$ cat config.mk
export PLATFORM = sky130hd
export DESIGN_NAME = id_ex_stage
export DESIGN_NICKNAME = d
export VERILOG_FILES = /design/src/rtl/riscv_pkg.sv /design/src/rtl/hazard_detect.sv /design/src/rtl/id_ex_stage.sv
export SDC_FILE = /design/constraint.sdc
export NUM_CORES = 1
export LEC_CHECK = 0
export CORE_MARGIN = 8
export CORE_UTILIZATION = 34
export DETAILED_ROUTE_END_ITERATION = 16
export PLACE_DENSITY = 0.76
export SLEW_MARGIN = 20
export SYNTH_ARGS = -nofsm -noshare
export SYNTH_HDL_FRONTEND = slang
export SYNTH_HIERARCHICAL = 1
export SYNTH_SLANG_ARGS = --single-unit
$ cat constraint.sdc
create_clock -name clk -period 7.1 [get_ports clk]
set_input_delay 1.775 -clock clk [delete_from_list [all_inputs] [get_ports clk]]
set_output_delay 1.775 -clock clk [all_outputs]
set_load 0.02 [all_outputs]
$ cat src/rtl/riscv_pkg.sv
// riscv_pkg: control encodings and the ID/EX register layout shared by decode and execute.
package riscv_pkg;
  localparam logic [1:0] RES_ALU = 2'b00;
  localparam logic [1:0] RES_LOAD = 2'b01;
  localparam logic [1:0] RES_PC4 = 2'b10;
  localparam logic [1:0] RES_IMM = 2'b11;
  localparam logic [2:0] ALU_ADD = 3'b000;
  localparam logic [2:0] ALU_SUB = 3'b001;
  localparam logic [2:0] ALU_AND = 3'b010;
  localparam logic [2:0] ALU_OR = 3'b011;
  localparam logic [2:0] ALU_SLT = 3'b101;
  typedef struct packed {
    logic valid;
    logic reg_write;
    logic mem_write;
    logic jump;
    logic branch;
    logic alu_src;
    logic [1:0] result_src;
    logic [2:0] alu_control;
    logic [31:0] rd1;
    logic [31:0] rd2;
    logic [31:0] imm_ext;
    logic [31:0] pc;
    logic [31:0] pc_plus4;
    logic [4:0] rs1;
    logic [4:0] rs2;
    logic [4:0] rd;
  } idex_t;
endpackage

$ cat src/rtl/hazard_detect.sv
// hazard_detect: flags a decode instruction that reads the destination of a load now in execute.
// Ports: valid_e/result_src_e/rd_e describe the execute slot; rs1_d/rs2_d are decode sources; load_use out.
module hazard_detect
  import riscv_pkg::*;
(
  input  logic       valid_e,
  input  logic [1:0] result_src_e,
  input  logic [4:0] rd_e,
  input  logic [4:0] rs1_d,
  input  logic [4:0] rs2_d,
  output logic       load_use
);
  // rs2 is compared even for formats without rs2: a spurious stall is harmless, a missed one is not.
  assign load_use = valid_e && result_src_e == RES_LOAD && rd_e != 5'd0 && (rd_e == rs1_d || rd_e == rs2_d);
endmodule

$ cat src/rtl/id_ex_stage.sv
// id_ex_stage: ID/EX pipeline register with load-use stall, flush/invalid bubbles and a saturating bubble counter.
// Ports: *D decode inputs, FlushE redirect, *E registered outputs, StallF/StallD hold, BubbleCount load-use bubbles.
module id_ex_stage
  import riscv_pkg::*;
#(
  parameter int BC_W = 16
) (
  input  logic            clk,
  input  logic            reset,
  input  logic            ValidD,
  input  logic            RegWriteD,
  input  logic            MemWriteD,
  input  logic            JumpD,
  input  logic            BranchD,
  input  logic            ALUSrcD,
  input  logic [1:0]      ResultSrcD,
  input  logic [2:0]      ALUControlD,
  input  logic [31:0]     RD1D,
  input  logic [31:0]     RD2D,
  input  logic [31:0]     ImmExtD,
  input  logic [31:0]     PCD,
  input  logic [31:0]     PCPlus4D,
  input  logic [4:0]      Rs1D,
  input  logic [4:0]      Rs2D,
  input  logic [4:0]      RdD,
  input  logic            FlushE,
  output logic            RegWriteE,
  output logic            MemWriteE,
  output logic            JumpE,
  output logic            BranchE,
  output logic            ALUSrcE,
  output logic            ValidE,
  output logic [1:0]      ResultSrcE,
  output logic [2:0]      ALUControlE,
  output logic [31:0]     RD1E,
  output logic [31:0]     RD2E,
  output logic [31:0]     ImmExtE,
  output logic [31:0]     PCE,
  output logic [31:0]     PCPlus4E,
  output logic [4:0]      Rs1E,
  output logic [4:0]      Rs2E,
  output logic [4:0]      RdE,
  output logic            StallF,
  output logic            StallD,
  output logic [BC_W-1:0] BubbleCount
);
  idex_t d, e;
  logic load_use;
  assign d = {ValidD, RegWriteD, MemWriteD, JumpD, BranchD, ALUSrcD, ResultSrcD, ALUControlD,
              RD1D, RD2D, ImmExtD, PCD, PCPlus4D, Rs1D, Rs2D, RdD};
  assign {ValidE, RegWriteE, MemWriteE, JumpE, BranchE, ALUSrcE, ResultSrcE, ALUControlE,
          RD1E, RD2E, ImmExtE, PCE, PCPlus4E, Rs1E, Rs2E, RdE} = e;
  hazard_detect u_hazard (
    .valid_e(e.valid),
    .result_src_e(e.result_src),
    .rd_e(e.rd),
    .rs1_d(Rs1D),
    .rs2_d(Rs2D),
    .load_use(load_use)
  );
  // A flush discards the held instruction anyway, so stalling under it would only lose a cycle.
  assign StallF = load_use && !FlushE;
  assign StallD = StallF;
  always_ff @(posedge clk or posedge reset) begin
    if (reset) begin
      e <= '0;
      BubbleCount <= '0;
    end else begin
      e <= (FlushE || load_use || !ValidD) ? '0 : d;
      if (StallF && BubbleCount != '1) BubbleCount <= BubbleCount + 1'b1;
    end
  end
endmodule
==> results.cfg, run 1 <==
[sta]
fin_crit_sh = 0.8181
rsz0062_at_grt = false
tns_ns = 0
hold_viol_final = 0
finalCriticalPeriod_ns = 5.808
fmax_ghz = 0.1722
maxSlewHeadroom = 0.3515
finalMaxSlewViolations = 0
worst_pin_slew_ns = 0.9727
fin_skew_ns = 0.006887
fin_hold_ws_ns = 0.5302
setup_violations = 0

[layout]
drive_gt1_frac = 0.04905
final_nets = 1073
syn2layout_area_growth_pct = 72.24
register_area_um2 = 5055
multi_input_area_um2 = 1699
num-fill-cells = 1628

[floorplanning]
dieArea_um2 = 24910
rows = 52
die_x_um = 157.8
initial_core_util = 0.3423
die_h_um = 157.8
ios = 393
core-area_um2 = 19970

[setup_path]
crit_family = buffers and inverters
start_kind = primary input
path_class = primary input to primary output
critPathMaxStageDelay_ns = 0.63
crit_fanout = 5
endpoint_kind = primary output
critPathRequiredTime_ns = 5.33
rr_worst_depth = 7
crit_top_cell = clkdlybuf4s50_1
arrival_ns = 4.03
path_depth = 8
crit_path_cell_trace = clkdlybuf4s50_1 > xor2_1 > nor3_1 > nand3_1 > a21oi_1 > nand2b_1 > inv_1 > clkdlybuf4s50_1
cp_slowest_cell = clkdlybuf4s50_1
path_buf_inv = 3

[detailed_routing]
drc_errors = 0
vias = 4926
post_drt_wl_per_cell_um = 17.89
drt-total-wl_mm = 20.89
first_pass_iters = 4
via_per_inst = 4.217
drtIter0Drc = 209
final_antenna_net_count = 0

[global_routing]
grt_max_degree = 183
grt_pass1_vias = 5356
grt_overflow = 0
grt_pass1_wl_mm = 30.37
antenna_found_initial = 1
grt.total_usage = 0.1599

[clock_network]
htreeDepth = 1
cts_root_buffer = clkbuf_16
clk_pin_slew_worst_paths_ns = 0.06
ctsHoldBuffers = 0
clkSinkCount = 202
cts_tree = built
post_cts_buffers = 0
cts_resized = 0
cts_buffers = 22
clockBufferDepth = 3
clk_latency_ns = 0.49

[yosys]
mappedNetlistNets = 675
syn_area_per_cell_um2 = 14.10
netlist_instances = 485
yosysWarnings = 6
ys_ff_latch = 202
yosysSeqAreaShare = 0.7392
synth_cell_types = 30
netlist_area_um2 = 6838

[power_and_ir_drop]
leakagePower_nw = 5.344
powerDensity_nw_per_um2 = 223.2
finalPower_w = 0.002628
max-vdd-ir-drop_v = 0.0001933

[placement]
io_buffers = 392
dpl.hpwl_mm = 15.98
place.gp.congestion = 0.7861

[min_path]
hold_class = flip-flop to flip-flop
min_path_cells = 1

[run]
cap_violations = 0

[outcome]
status = finished, final reports clean
==> where the power goes <==
group          switching (W)  total, W  internal (W)
combinational       0.000134  0.000317      0.000183
sequential         0.0000134   0.00121       0.00119
clock               0.000441   0.00111      0.000665
==> kinds of logic (layout without fill, tap and decap cells) <==
logic type	count (synthesis)	in the layout	share of synthesized area
flops	202	202	0.7393
mux	2	2	0.003842
compound gates	6	6	0.004390
xor+xnor	22	22	0.02818
simple gates	229	229	0.2093
fa+ha+maj	1	1	0.001830
buf+inv	23	435	0.01318
other cells	0	1	0
==> area by class of cell <==
class | instances | share of cell area
repair buffers | 395 | 0.3361
well taps | 270 | 0.02868
multi-input cells | 260 | 0.1443
clock buffers | 35 | 0.05864
diodes | 1 | 0.0002125
flip-flops and latches | 202 | 0.4292
inverters | 2 | 0.0009561
clock inverters | 3 | 0.001912
==> routing by layer <==
metal | up-vias | GRT usage | part of all wire
met5 | - | 0 | 0.00048
met4 | 2 | 0.06800 | 0.036
met3 | 53 | 0.06962 | 0.11
met2 | 229 | 0.2796 | 0.51
met1 | 2329 | 0.1641 | 0.34
li1 | 2313 | - | -
==> cells in the final DEF, fill, tap and decap left out, types with 4 or more instances in the layout <==
cell             count
clkdlybuf4s50_1    392
dfrtp_1            202
and2_1             185
clkbuf_16           23
xor2_1              18
nor3_1              10
nand2_1              9
clkbuf_8             7
nand4_1              5
clkbuf_1             5
o21ai_0              4
xnor2_1              4
==> cells in the mapped netlist <==
cell      number  area [um2]
clkbuf_1      19       71.32
dfrtp_1      202        5055
mux2_4         1       15.01
and3_1         1       6.260
ha_1           1       12.51
nor2_2         1       6.260
nand2_1        9       33.78
or3_1          2       12.51
nor3_1        10       50.05
nor4_4         1       21.27
nand4_2        1       12.51
buf_4          1       7.510
nand4_1        5       31.28
or4_1          1       7.510
nor2_1         3       11.26
nor3b_2        1       12.51
and2_1       185        1157
o21ai_0        4       20.02
inv_1          2       7.510
a21oi_1        1       5.000
buf_1          1       3.750
xnor2_1        4       35.03
nand4_4        1       21.27
xor2_1        18       157.7
o21ai_1        1       5.000
nor3b_1        1       7.510
nand2b_1       1       6.260
mux2_2         1       11.26
nand3_1        3       15.01
nor4_1         3       18.77
==> path summary, 6_finish.rpt <==
| check | startpoint | slack, ns | end |
|---|---|---|---|
| max | Rs2D[2] | 1.29 | StallF |
| min | BubbleCount[3] | 0.53 | BubbleCount[3] |
| max reg2reg | RdE[0] | 3.98 | ImmExtE[6] |
| min reg2reg | BubbleCount[3] | 0.53 | BubbleCount[3] |
| max in group asynchronous | reset | 4.15 | PCE[16] |
| min in group asynchronous | reset | 1.65 | ImmExtE[21] |
==> metrics by stage <==
step / area (um2) / setup slack, ns / utilization / instances
2_1_floorplan: 6842 / 2.420 / - / 485
3_3_place_gp: 11060 / 1.277 / 0.5538 / 1129
3_5_place_dp: 11060 / 1.270 / 0.5538 / 1129
4_1_cts: 11780 / 1.265 / 0.5895 / 1167
5_1_grt: 11780 / 1.121 / 0.5895 / 1167
6_report: 11780 / 1.292 / 0.5896 / 1168
==> registers in the layout (all words and copies together) (netlist names) <==
| name | count |
|---|---|
| PCE | 32 |
| ALUControlE | 3 |
| RD2E | 32 |
| JumpE | 1 |
| ValidE | 1 |
| BubbleCount | 16 |
| RD1E | 32 |
| BranchE | 1 |
| Rs1E | 5 |
| Rs2E | 5 |
| PCPlus4E | 32 |
| MemWriteE | 1 |
| ALUSrcE | 1 |
| ImmExtE | 32 |
| ResultSrcE | 2 |
| RegWriteE | 1 |
| RdE | 5 |
(Power assumes the default switching activity.)
==> inputs of run 2 (changes only) <==
==> constraint.sdc (replaced) <==
create_clock -name clk -period 5.3 [get_ports clk]
set_input_delay 1.325 -clock clk [delete_from_list [all_inputs] [get_ports clk]]
set_output_delay 1.325 -clock clk [all_outputs]
set_load 0.02 [all_outputs]
==> run 2 against run 1 <==
Register-to-register slack worse by 1.3 ns. Count of clock-buffer cells in the layout shrank 6. Routed wire length increased by 2.3%. First-iteration DRC count shrank 36%. Hold slack gained 0.0036 ns. Setup slack worse by 0.91 ns. Global-route usage rose by 0.55 points. Combinational power rose by 35%. Core utilization is 0.14 points higher. Power rose by 35%. Clock power grew 35%. Highest routed layer is now met4.
==> results.cfg, run 2 (synthesized netlist as in run 1, its figures left out) <==
[layout]
layout_common_cells = 392 x clkdlybuf4s50_1, 202 x dfrtp_1, 185 x and2_1
num-fill-cells = 1621
drive_gt1_frac = 0.05451
final_nets = 1074
syn2layout_area_growth_pct = 72.64
postLayoutCellArea_um2 = 11810
layout_commonest_cell = clkdlybuf4s50_1

[outcome]
status = finished, final reports clean

[sta]
finalMaxSlewViolations = 0
rsz0062_at_grt = false
fin_crit_sh = 0.9274
worst_pin_slew_ns = 0.9880
tns_ns = 0
maxSlewHeadroom = 0.3414
fin_skew_ns = 0.009874
hold_viol_final = 0
finalCriticalPeriod_ns = 4.915
fmax_ghz = 0.2035
setup_violations = 0

[setup_path]
path_class = primary input to primary output
reg2reg_slack_ns = 2.72
critPathLaunch = Rs2D[2]
reg2reg_to = ImmExtE[8]
crit_fanout = 5
start_kind = primary input
endpoint_kind = primary output
critPathRequiredTime_ns = 3.97
cp-endpoint = StallD
arrival_ns = 3.59
worstReg2RegStart = RdE[0]
rr_worst_depth = 6

[run]
cap_violations = 0

[clock_network]
ctsHoldBuffers = 0
clkSinkCount = 202
cts_resized = 0
cts_buffers = 22
cts_root_buffer = clkbuf_16
htreeDepth = 1
cts_tree = built
clk_latency_ns = 0.50
clockBufferDepth = 3
clk_pin_slew_worst_paths_ns = 0.05
post_cts_buffers = 0

[global_routing]
grt.total_usage = 0.1654
grt_pass1_vias = 5404
grt_max_degree = 128
grt_overflow = 0
antenna_found_initial = 1
grt_pass1_wl_mm = 31.47

[placement]
io_buffers = 392
place_area_um2 = 11080
place.gp.congestion = 0.7833
dpl.hpwl_mm = 16.29

[power_and_ir_drop]
internal_power_w = 0.002737
leakagePower_nw = 5.358
seqPwrFrac = 0.456
powerDensity_nw_per_um2 = 300.3
p_sw_w = 0.0008081
clockPowerShare = 0.424
switching_share = 0.2280
max-vdd-ir-drop_v = 0.0003548
finalPower_w = 0.003545
comb_power_share = 0.121

[floorplanning]
dieArea_um2 = 24910
ios = 393
die_h_um = 157.8
die_x_um = 157.8
rows = 52
initial_core_util = 0.3423
core-area_um2 = 19970

[detailed_routing]
first_pass_iters = 4
post_drt_wl_per_cell_um = 18.25
via_per_inst = 4.220
drt-total-wl_mm = 21.37
drc_errors = 0
drtIter0Drc = 133
vias = 4942
final_antenna_net_count = 0

[min_path]
hold_class = flip-flop to flip-flop
==> run 2: changes by cell type in the layout (fill, tap and decap cells not counted), sizes merged <==
cell	change
buf	+1
bufinv	+1
clkbuf	-6
clkinv	+5
clkinvlp	+2
diode	+1
inv	-1
==> run 2: layout make-up <==
class	instances	area, um2	share of cell area
Sequential cell	202	5055	0.4282
Timing Repair Buffer	396	3979	0.3370
Antenna cell	2	5.005	0.0004240
Clock inverter	10	80.08	0.006783
Inverter	2	11.26	0.0009539
Multi-Input combinational cell	260	1699	0.1439
Clock buffer	29	638.1	0.05405
Tap cell	270	337.8	0.02862
==> run 2: how the worst min path moves through the flow <==
stage / start / to / slack, ns / cells after the start
after floorplan: BubbleCount[3] / BubbleCount[3] / 0.61 / 1
after global placement: BubbleCount[3] / BubbleCount[3] / 0.50 / 1
after detailed placement: BubbleCount[3] / BubbleCount[3] / 0.53 / 1
after CTS: BubbleCount[3] / BubbleCount[3] / 0.53 / 1
after global routing: BubbleCount[3] / BubbleCount[3] / 0.56 / 1
final: BubbleCount[3] / BubbleCount[3] / 0.53 / 1
==> run 2: power by group through the flow <==
stage / clock network, W / registers [W] / logic [W]
after floorplan: 0 / 0.00171 / 0.0000781
after global placement: 0 / 0.00164 / 0.000430
after detailed placement: 0 / 0.00164 / 0.000434
after CTS: 0.00155 / 0.00162 / 0.000437
after global routing: 0.00161 / 0.00162 / 0.000459
final: 0.00150 / 0.00161 / 0.000428
==> run 2: routing by layer <==
layer	vias up	GRT usage	routed length, um
met5	-	0	0
met4	0	0.06301	629
met3	38	0.06607	2419
met1	2356	0.1741	7199
met2	241	0.2920	11120
li1	2307	-	-
==> run 2: critical path, cell delays in order <==
cell,delay (ns)
clkdlybuf4s50_1,0.44
xor2_1,0.16
nor3_1,0.22
nand3_1,0.10
a21oi_1,0.34
nand2b_1,0.19
inv_1,0.18
clkdlybuf4s50_1,0.63
==> run 2: stage by stage <==
stage | hold slack [ns] | std cells | util | setup WS [ns]
floorplan | 0.6059 | 485 | - | 1.359
global placement | 0.5024 | 1130 | 0.5548 | 0.4172
detailed placement | 0.5267 | 1130 | 0.5548 | 0.3712
CTS | 0.5344 | 1169 | 0.5908 | 0.3636
global route | 0.5573 | 1170 | 0.5909 | 0.1997
finish | 0.5337 | 1171 | 0.5910 | 0.3849
==> patch: new RTL, settings of run 2 <==
`BC_W`: 16 -> 14.
--- a/src/rtl/id_ex_stage.sv
+++ b/src/rtl/id_ex_stage.sv
@@ -3,7 +3,7 @@
 module id_ex_stage
   import riscv_pkg::*;
 #(
-  parameter int BC_W = 16
+  parameter int BC_W = 14
 ) (
   input  logic            clk,
   input  logic            reset,
Interface: changed (resized BubbleCount); port bits go from 393 to 391. The function was not compared with the original's and may differ.
==> patch against run 2 <==
  * Hold slack worse by 0.0099 ns
  * Synthesized area down 0.75%
  * Sequential cell count down 2
  * Critical path depth unchanged
  * Global-route usage up 0.57 points
  * Wire length down 0.80%
  * Design area down 2.0%
  * Utilization up 0.14 points
  * Setup slack worse by 0.075 ns
  * Count of clock-buffer cells in the layout down 9
  * Power down 8.4%
==> patch: results (changes against run 2) <==
Global routing
  • Routing usage on met1: 17.8% (+0.36 points)
  • Initial antenna violation count: 0 (-1)
  • Met2 Resource Use GR: 30.1% (+0.87 points)
  • First-pass GRT wire length: 31.3 mm (-0.39%)

Timing
  • Period utilization: 94.2% (+1.4 points)
  • Slew margin rel.: 46.1% (+12 points)
  • Worst Skew: 0.0177 ns (+0.00779 ns)

Route
  • Drt via density: 4.18 (-0.86%)
  • Routed wl met2: 11.0 mm (-1.3%)
  • Drt wl/cell: 18.4 um (+0.92%)
  • 1st-iter DRT viols: 182 (+37%)
  • First drt pass iteration count: 6 (+2)
  • WL met1: 7.53 mm (+4.5%)

Pwr
  • Internal Power: 2.46 mW (-10%)
  • Seq pwr share: 49.2% (+3.6 points)
  • Total power: 3.25 mW (-8.4%)
  • Peak supply drop: 0.000197 V (-45%)

Clocking
  • Num CTS Buffers: 17 (-23%)

Final layout
  • Finished Layout Cells: 1151 (-1.7%)
  • Final net count: 1063 (-1.0%)

Placed design
  • Final GP Congestion: 0.810 (+3.4%)
  • IO Port Bufs: 390 (-0.51%)
  • HPWL Detailed: 16.7 mm (+2.8%)

Logic synthesis
  • Unique masters post-synth: 36 (+20%)
  • Sequential area share after synthesis: 73.7% (-0.18 points)
  • Synthesized net count: 671 (-0.59%)
  • Post-synth top cells: dfrtp_1, and2_1, clkbuf_1

Status
  • Status: complete, no violations

Worst setup path
  • Reg-to-Reg End: BubbleCount[12]$_DFFE_PP0P_
  • R2r setup slk: 2.74 ns (+0.02 ns)
## patch: cell types whose count changed after synthesis, moves of 4 or more
cell	before	now
clkbuf_1	19	15
nand3_1	3	7
nor2_1	3	7
nor3_1	10	5
o21ai_0	4	0
xnor2_1	4	8
xor2_1	18	10
## patch: cell families (layout without fill, tap and decap cells)
group / count (synthesis) / after routing / share of synthesized area, %
AOI/OAI and AO/OA: 8 / 8 / 0.885
xor gates and xnor gates: 18 / 18 / 2.32
adders and majority gates: 1 / 1 / 0.184
buffers and inverters: 23 / 428 / 1.40
DFF: 200 / 200 / 73.7
muxes: 3 / 3 / 0.553
and+or+nand+nor: 228 / 228 / 20.9
## patch: area by class of cell
| class | count | area, sq um |
|---|---|---|
| clock buffers | 20 | 447 |
| clock inverters | 12 | 110 |
| fillers | 1586 | 7960 |
| inverters | 2 | 11.3 |
| multi-input cells | 258 | 1690 |
| flip-flops and latches | 200 | 5000 |
| well taps | 265 | 332 |
| repair buffers | 394 | 3970 |
